**src/rtl/matrix_pkg.sv**
```systemverilog
// Shared definitions for the LED matrix scan driver: FSM state encoding and
// default parameter constants used by the top level and the BCM timer.
package matrix_pkg;

    localparam int DEF_MATRIX_WIDTH    = 64;
    localparam int DEF_DATA_WIDTH      = 8;
    localparam int DEF_SCAN_VAL_LENGTH = 5;
    localparam int DEF_SCAN_ROWS       = 16;
    localparam int DEF_BASE_TICKS      = 8;

    // One pass per row/bit-plane: FETCH -> CAPTURE -> SHIFT -> LATCH -> DISPLAY.
    typedef enum logic [2:0] {
        ST_IDLE    = 3'd0,
        ST_FETCH   = 3'd1,
        ST_CAPTURE = 3'd2,
        ST_SHIFT   = 3'd3,
        ST_LATCH   = 3'd4,
        ST_DISPLAY = 3'd5
    } scan_state_t;

    // Counter width able to hold the longest display period (inclusive).
    function automatic int ticks_width(input int base_ticks, input int data_width);
        return $clog2((base_ticks << (data_width - 1)) + 1);
    endfunction

endpackage

```
**src/rtl/matrix_bcm_timer.sv**
```systemverilog
// Bit-plane display timer: loads a duration, counts it down while running and
// flags the final cycle. With MATRIX_SCAN_BRIGHTNESS_EN defined it also
// produces an output-enable gate that is true only for the leading
// (duration * (brightness + 1)) >> 8 cycles of the period; the period itself
// is unchanged. Without the macro the gate is always true.
module matrix_bcm_timer
    import matrix_pkg::*;
#(
    parameter int CNT_W = 11
) (
    input  logic             clk,
    input  logic             rst,
    input  logic             load,
    input  logic             run,
    input  logic [CNT_W-1:0] duration,
`ifdef MATRIX_SCAN_BRIGHTNESS_EN
    input  logic [7:0]       brightness,
`endif
    output logic             done,
    output logic             oe_gate
);

    logic [CNT_W-1:0] cnt;

    // Remaining cycles of the current display period.
    always_ff @(posedge clk or posedge rst) begin
        if (rst) begin
            cnt <= '0;
        end else if (load) begin
            cnt <= duration;
        end else if (run && (cnt != '0)) begin
            cnt <= cnt - 1'b1;
        end
    end

    // The cycle holding a count of one is the last cycle of the period.
    assign done = run && (cnt <= CNT_W'(1));

`ifdef MATRIX_SCAN_BRIGHTNESS_EN
    logic [CNT_W+8:0] prod;
    logic [CNT_W-1:0] on_len;
    logic [CNT_W-1:0] on_cnt;

    // Scaled lit length; brightness 255 gives the full period.
    always_comb begin
        prod   = {9'd0, duration} * {{CNT_W{1'b0}}, ({1'b0, brightness} + 9'd1)};
        on_len = CNT_W'(prod >> 8);
    end

    // Remaining lit cycles; the gate closes once this reaches zero.
    always_ff @(posedge clk or posedge rst) begin
        if (rst) begin
            on_cnt <= '0;
        end else if (load) begin
            on_cnt <= on_len;
        end else if (run && (on_cnt != '0)) begin
            on_cnt <= on_cnt - 1'b1;
        end
    end

    assign oe_gate = (on_cnt != '0);
`else
    assign oe_gate = 1'b1;
`endif

endmodule

```
**src/rtl/matrix_scan_driver.sv**
```systemverilog
// HUB75-style LED matrix scan driver with binary code modulation.
// For each row pair and bit plane: request data from matrix_memory, capture
// six column vectors, shift them out MSB column first on panel_clk, latch,
// then light the row for BASE_TICKS << bit cycles.
// Optional feature: define MATRIX_SCAN_BRIGHTNESS_EN to add an 8-bit
// brightness input that shortens the lit part of each display period.
//
// Handshake with matrix_memory: scan_val/current_bcm_bit are stable in FETCH;
// pwm_data_* are taken one cycle later, in CAPTURE. There is no ready/valid
// pair; the fixed one-cycle latency is the whole contract.
module matrix_scan_driver
    import matrix_pkg::*;
#(
    parameter int MATRIX_WIDTH    = DEF_MATRIX_WIDTH,
    parameter int DATA_WIDTH      = DEF_DATA_WIDTH,
    parameter int SCAN_VAL_LENGTH = DEF_SCAN_VAL_LENGTH,
    parameter int SCAN_ROWS       = DEF_SCAN_ROWS,
    parameter int BASE_TICKS      = DEF_BASE_TICKS
) (
    input  logic                       clk,
    input  logic                       rst,
    input  logic                       enable,
`ifdef MATRIX_SCAN_BRIGHTNESS_EN
    input  logic [7:0]                 brightness,
`endif
    output logic [SCAN_VAL_LENGTH-1:0] scan_val,
    output logic [DATA_WIDTH-1:0]      current_bcm_bit,
    input  logic [MATRIX_WIDTH-1:0]    pwm_data_ra,
    input  logic [MATRIX_WIDTH-1:0]    pwm_data_ga,
    input  logic [MATRIX_WIDTH-1:0]    pwm_data_ba,
    input  logic [MATRIX_WIDTH-1:0]    pwm_data_rb,
    input  logic [MATRIX_WIDTH-1:0]    pwm_data_gb,
    input  logic [MATRIX_WIDTH-1:0]    pwm_data_bb,
    output logic                       r1,
    output logic                       g1,
    output logic                       b1,
    output logic                       r2,
    output logic                       g2,
    output logic                       b2,
    output logic                       panel_clk,
    output logic                       lat,
    output logic                       oe_n,
    output logic [SCAN_VAL_LENGTH-1:0] addr,
    output logic                       frame_start
);

    localparam int BIT_W = (DATA_WIDTH > 1) ? $clog2(DATA_WIDTH) : 1;
    localparam int SH_W  = $clog2(2 * MATRIX_WIDTH);
    localparam int CNT_W = ticks_width(BASE_TICKS, DATA_WIDTH);

    scan_state_t state, state_nxt;

    logic [SCAN_VAL_LENGTH-1:0] row_q;
    logic [BIT_W-1:0]           bit_q;
    logic [SH_W-1:0]            sh_cnt;
    logic [MATRIX_WIDTH-1:0]    sr_r1, sr_g1, sr_b1, sr_r2, sr_g2, sr_b2;
    logic                       last_shift;
    logic                       tmr_done;
    logic                       oe_gate;
    logic [CNT_W-1:0]           duration;

    assign last_shift = (sh_cnt == SH_W'(2 * MATRIX_WIDTH - 1));
    assign duration   = CNT_W'(BASE_TICKS) << bit_q;
    assign scan_val   = row_q;
    assign current_bcm_bit = {{(DATA_WIDTH-1){1'b0}}, 1'b1} << bit_q;

    // State register.
    always_ff @(posedge clk or posedge rst) begin
        if (rst) begin
            state <= ST_IDLE;
        end else begin
            state <= state_nxt;
        end
    end

    // Next state and panel-side outputs; everything idles low except oe_n.
    always_comb begin
        state_nxt   = state;
        panel_clk   = 1'b0;
        lat         = 1'b0;
        oe_n        = 1'b1;
        frame_start = 1'b0;
        r1 = 1'b0; g1 = 1'b0; b1 = 1'b0;
        r2 = 1'b0; g2 = 1'b0; b2 = 1'b0;
        case (state)
            ST_IDLE: begin
                if (enable) state_nxt = ST_FETCH;
            end
            ST_FETCH: begin
                frame_start = (row_q == '0) && (bit_q == '0);
                state_nxt   = ST_CAPTURE;
            end
            ST_CAPTURE: begin
                state_nxt = ST_SHIFT;
            end
            ST_SHIFT: begin
                // Data moves while panel_clk is low, held while it is high.
                panel_clk = sh_cnt[0];
                r1 = sr_r1[MATRIX_WIDTH-1];
                g1 = sr_g1[MATRIX_WIDTH-1];
                b1 = sr_b1[MATRIX_WIDTH-1];
                r2 = sr_r2[MATRIX_WIDTH-1];
                g2 = sr_g2[MATRIX_WIDTH-1];
                b2 = sr_b2[MATRIX_WIDTH-1];
                if (last_shift) state_nxt = ST_LATCH;
            end
            ST_LATCH: begin
                lat       = 1'b1;
                state_nxt = ST_DISPLAY;
            end
            ST_DISPLAY: begin
                oe_n = ~oe_gate;
                // enable is only sampled here, so a row/bit always finishes.
                if (tmr_done) state_nxt = enable ? ST_FETCH : ST_IDLE;
            end
            default: begin
                state_nxt = ST_IDLE;
            end
        endcase
    end

    // Half-bit counter for the shift phase; even = clock low, odd = clock high.
    always_ff @(posedge clk or posedge rst) begin
        if (rst) begin
            sh_cnt <= '0;
        end else if (state == ST_CAPTURE) begin
            sh_cnt <= '0;
        end else if (state == ST_SHIFT) begin
            sh_cnt <= sh_cnt + 1'b1;
        end
    end

    // Column shift registers: load in CAPTURE, advance after each high phase.
    always_ff @(posedge clk or posedge rst) begin
        if (rst) begin
            sr_r1 <= '0; sr_g1 <= '0; sr_b1 <= '0;
            sr_r2 <= '0; sr_g2 <= '0; sr_b2 <= '0;
        end else if (state == ST_CAPTURE) begin
            sr_r1 <= pwm_data_ra; sr_g1 <= pwm_data_ga; sr_b1 <= pwm_data_ba;
            sr_r2 <= pwm_data_rb; sr_g2 <= pwm_data_gb; sr_b2 <= pwm_data_bb;
        end else if ((state == ST_SHIFT) && sh_cnt[0]) begin
            sr_r1 <= {sr_r1[MATRIX_WIDTH-2:0], 1'b0};
            sr_g1 <= {sr_g1[MATRIX_WIDTH-2:0], 1'b0};
            sr_b1 <= {sr_b1[MATRIX_WIDTH-2:0], 1'b0};
            sr_r2 <= {sr_r2[MATRIX_WIDTH-2:0], 1'b0};
            sr_g2 <= {sr_g2[MATRIX_WIDTH-2:0], 1'b0};
            sr_b2 <= {sr_b2[MATRIX_WIDTH-2:0], 1'b0};
        end
    end

    // Row/bit-plane position: bits advance first, rows advance on bit wrap.
    always_ff @(posedge clk or posedge rst) begin
        if (rst) begin
            row_q <= '0;
            bit_q <= '0;
        end else if ((state == ST_DISPLAY) && tmr_done) begin
            if (bit_q == BIT_W'(DATA_WIDTH - 1)) begin
                bit_q <= '0;
                row_q <= (row_q == SCAN_VAL_LENGTH'(SCAN_ROWS - 1)) ? '0 : row_q + 1'b1;
            end else begin
                bit_q <= bit_q + 1'b1;
            end
        end
    end

    // Panel row address follows the row just shifted in, updated at the latch.
    always_ff @(posedge clk or posedge rst) begin
        if (rst) begin
            addr <= '0;
        end else if (state == ST_LATCH) begin
            addr <= row_q;
        end
    end

`ifdef MATRIX_SCAN_BRIGHTNESS_EN
    logic [7:0] brt_q;

    // Brightness is frozen for a whole frame to avoid mid-frame steps.
    always_ff @(posedge clk or posedge rst) begin
        if (rst) begin
            brt_q <= '0;
        end else if (frame_start) begin
            brt_q <= brightness;
        end
    end
`endif

    matrix_bcm_timer #(
        .CNT_W (CNT_W)
    ) u_timer (
        .clk        (clk),
        .rst        (rst),
        .load       (state == ST_LATCH),
        .run        (state == ST_DISPLAY),
        .duration   (duration),
`ifdef MATRIX_SCAN_BRIGHTNESS_EN
        .brightness (brt_q),
`endif
        .done       (tmr_done),
        .oe_gate    (oe_gate)
    );

endmodule

```
**config.mk**
```make
export PLATFORM = sky130hd
export DESIGN_NAME = matrix_scan_driver
export DESIGN_NICKNAME = d
export VERILOG_FILES = /design/src/rtl/matrix_pkg.sv /design/src/rtl/matrix_bcm_timer.sv /design/src/rtl/matrix_scan_driver.sv
export SDC_FILE = /design/constraint.sdc
export NUM_CORES = 1
export LEC_CHECK = 0
export CAP_MARGIN = 20
export CORE_MARGIN = 3
export CORE_UTILIZATION = 42
export CTS_CLUSTER_DIAMETER = 60
export CTS_CLUSTER_SIZE = 28
export DETAILED_ROUTE_END_ITERATION = 12
export PLACE_DENSITY = 0.74
export SLEW_MARGIN = 20
export SYNTH_ARGS = -nofsm -noshare
export SYNTH_HDL_FRONTEND = slang
export SYNTH_SLANG_ARGS = --single-unit
```
**constraint.sdc**
```tcl
create_clock -name clk -period 37.2 [get_ports clk]
set_input_delay 9.3 -clock clk [delete_from_list [all_inputs] [get_ports clk]]
set_output_delay 9.3 -clock clk [all_outputs]
set_load 0.01 [all_outputs]
```
==> out/qor.yml <==
status: "completed"
cap_violations: 0
period_needed_ns: 12.42
crit_buf_inv: 5
cellPowerDensity_nw_per_um2: 52.2
postCtsSetupBuffers: 0
pin_count: 415
finalSetupTns_ns: 0
yosys.area.top_type_share_pct: 54.3
ys_top_cells_by_area: "dfrtp_1 54%, mux2i_1 20%, o21ai_0 8.5%, nand2_1 7.9%, buf_2 2.0%"
hp-class: "flip-flop to flip-flop"
synthMostInstantiatedCell: "dfrtp_1"
rsz0062_at_grt: "no"
route.met2.wl_mm: 22.7
setup_viol: 0
combPwrFrac_pct: 23.3
multi_input_area_um2: 8170
syn_area_um2: 19300
grt_max_degree: 305
switching_share_pct: 32.6
grt_pass1_vias: 14200
area_delta_synth_final_pct: 29.5
grt_pass1_wl_mm: 73.9
tightest_slew_ns: 1.17
maxSlewViolCount: 0
die_x_um: 220
dieArea_um2: 48500
syn_avg_cell_area_um2: 10.3
final_nets: 2598
dp_hpwl_mm: 33.1
yosys.area.top_type: "dfrtp_1"
synth_cells: 1866
port_buffers: 414
clkTransAtPathRegs_ns: 0.07
yosys_warnings: 0
drc: 0
numCtsBuffers: 35
seq_power_share_pct: 47.2
wl_met3_mm: 3.29
ant_nets: 0
yosysSeqAreaShare_pct: 54.3
grt.total_usage_pct: 19.0
rows: 77
crit_slowest_cell: "buf_4"
worst_path_most_repeated_cell: "buf_4"
clk_latency_ns: 0.55
power.leakage_nw: 9.70
via_per_inst: 5.02
drt-met1-wl_mm: 20.0
power.switching_mw: 0.425
design_area_um2: 25000
clockRootBuffer: "clkbuf_16"
layout_worst_path_cycle_share_pct: 33.4
cts_resized: 0
crit_required_ns: 37.73
place_worst_setup_slack_ns: 23.74
cts_max_level: 2
core_area_um2: 44800
n_fill_cell: 3915
cts_hold_buf: 0
via_count: 14200
clock_path_buffers: 3
cpLargestDelayFamily: "buffers and inverters"
yosys_most_used_dff: "dfrtp_1"
cp_max_fo: 113
ir_worst_vdd_mv: 0.0467
synth-edff-count: 0
routedWlPerCell_um: 16.7
worstSetupEndpointType: "asynchronous set/reset pin"
cp_slowest_stage_delay_ns: 0.89
cp-start-kind: "input port"
firstDrtPassIters: 5
gp_congestion: 0.791
drive_gt1_share_pct: 3.69
start_util_pct: 43.0
synth-async-reset-ratio_pct: 100
crit_type: "input port to asynchronous set/reset pin"
cts_tree: "yes"
clockPowerShare_pct: 29.5
p_int_mw: 0.878
die_h_um: 220
yosysUniqueCellTypes: 47
regArea_um2: 10500
skew_ns: 0.0225
placed_area_um2: 23700
initialDrtViolationCount: 1027
synth_common_cells: "418 x dfrtp_1, 406 x nand2_1, 381 x mux2i_1"
fin_ws_ns: 24.78
antenna_found_initial: 14
highest_layer: "met5"
ys_seq_elements: 418
hold_viol: 0
wirelength_mm: 47.3
slew-limit-headroom_pct: 21.8
grt_overflow: 0
synth_nets: 2265
fmax_mhz: 80.5
path_cells: "clkdlybuf4s50_1 > inv_8 > buf_6 > buf_4 > buf_4"
clock-sinks: 418
cp.arrival_ns: 12.95
flip-flops by register name, indices dropped and copies added (netlist names):
register     flops
u_timer.cnt     11
state            3
sr_r1           64
sr_b1           64
sh_cnt           7
sr_r2           64
addr             5
sr_g2           64
sr_g1           64
sr_b2           64
scan_val         5
bit_q            3
cell type report:
| class | instances | area share (%) |
|---|---|---|
| Timing Repair Buffer | 429 | 17.2 |
| Tap cell | 592 | 2.97 |
| Clock inverter | 23 | 0.993 |
| Multi-Input combinational cell | 1300 | 32.7 |
| Antenna cell | 11 | 0.110 |
| Inverter | 15 | 0.256 |
| Sequential cell | 418 | 41.9 |
| Clock buffer | 39 | 3.78 |
power groups by stage:
stage	Sequential [mW]	Clock (mW)	Combinational, mW
after floorplan	0.605	0	0.227
after global placement	0.618	0	0.292
after detailed placement	0.623	0	0.305
after CTS	0.615	0.397	0.306
after global routing	0.628	0.415	0.352
final	0.615	0.384	0.304
worst min-delay path: cells and delay by family, from the launching register on:
| kind | cells | cell delay [ns] |
|---|---|---|
| AO/OA/AOI/OAI | 1 | 0.06 |
| flip-flops | 1 | 0.34 |
| AND/OR/NAND/NOR | 1 | 0.04 |
cell usage in the layout (no fill, tap or decap), types with 3 or more instances in the layout:
cell type        count
inv_6                5
nor2b_1              4
nand3_1              7
nand2b_1             6
o21ai_0            326
nand4_1              3
clkinv_8             3
inv_1               13
nor2_1              15
nand2_1            406
diode_2             11
xor2_1               4
mux2i_1            381
clkinv_2             4
a22o_1               6
ha_1                12
nor3_1               8
buf_4               11
a21oi_1              8
and2_1               3
and3_1               9
dfrtp_1            418
o21ai_1             69
clkbuf_16           37
or4_1                4
inv_8                6
clkdlybuf4s50_1    414
per-layer routing:
layer / vias to the layer above / global-route usage (%)
met3: 87 / 5.41
li1: 7108 / -
met5: - / 0
met4: 10 / 6.83
met2: 306 / 31.1
met1: 6694 / 24.2
through the flow:
| step | util [%] | power, mW | cells | hold WS, ns |
|---|---|---|---|---|
| 6_report | 55.7 | 1.30 | 2827 | 0.478 |
| 5_1_grt | 55.7 | 1.40 | 2825 | 0.502 |
| 4_1_cts | 55.6 | 1.32 | 2815 | 0.484 |
| 3_5_place_dp | 52.9 | 0.929 | 2753 | 0.469 |
| 3_3_place_gp | 52.9 | 0.910 | 2753 | 0.460 |
| 2_1_floorplan | - | 0.832 | 1866 | 0.442 |
cells by family after synthesis:
family | synth area share [%]
xor+xnor | 0.227
buf+inv | 3.39
simple gates | 9.91
mux | 19.8
compound gates | 11.6
fa+ha+maj | 0.779
flops | 54.3
final timing paths:
check,start,endpoint,slack [ns],cells after the start
max,rst,sr_b2[62]$_DFFE_PP0P_,24.78,5
min,sr_g2[34]$_DFFE_PP0P_,sr_g2[34]$_DFFE_PP0P_,0.48,2
max reg2reg,state[0]$_DFFE_PP0P_,sr_g2[58]$_DFFE_PP0P_,32.82,6
min reg2reg,sr_g2[34]$_DFFE_PP0P_,sr_g2[34]$_DFFE_PP0P_,0.48,2
max in group clk,state[0]$_DFFE_PP0P_,lat,24.80,4
min in group asynchronous,rst,sr_b1[42]$_DFFE_PP0P_,9.29,2
Note: power is estimated with default switching activity, not from simulation.
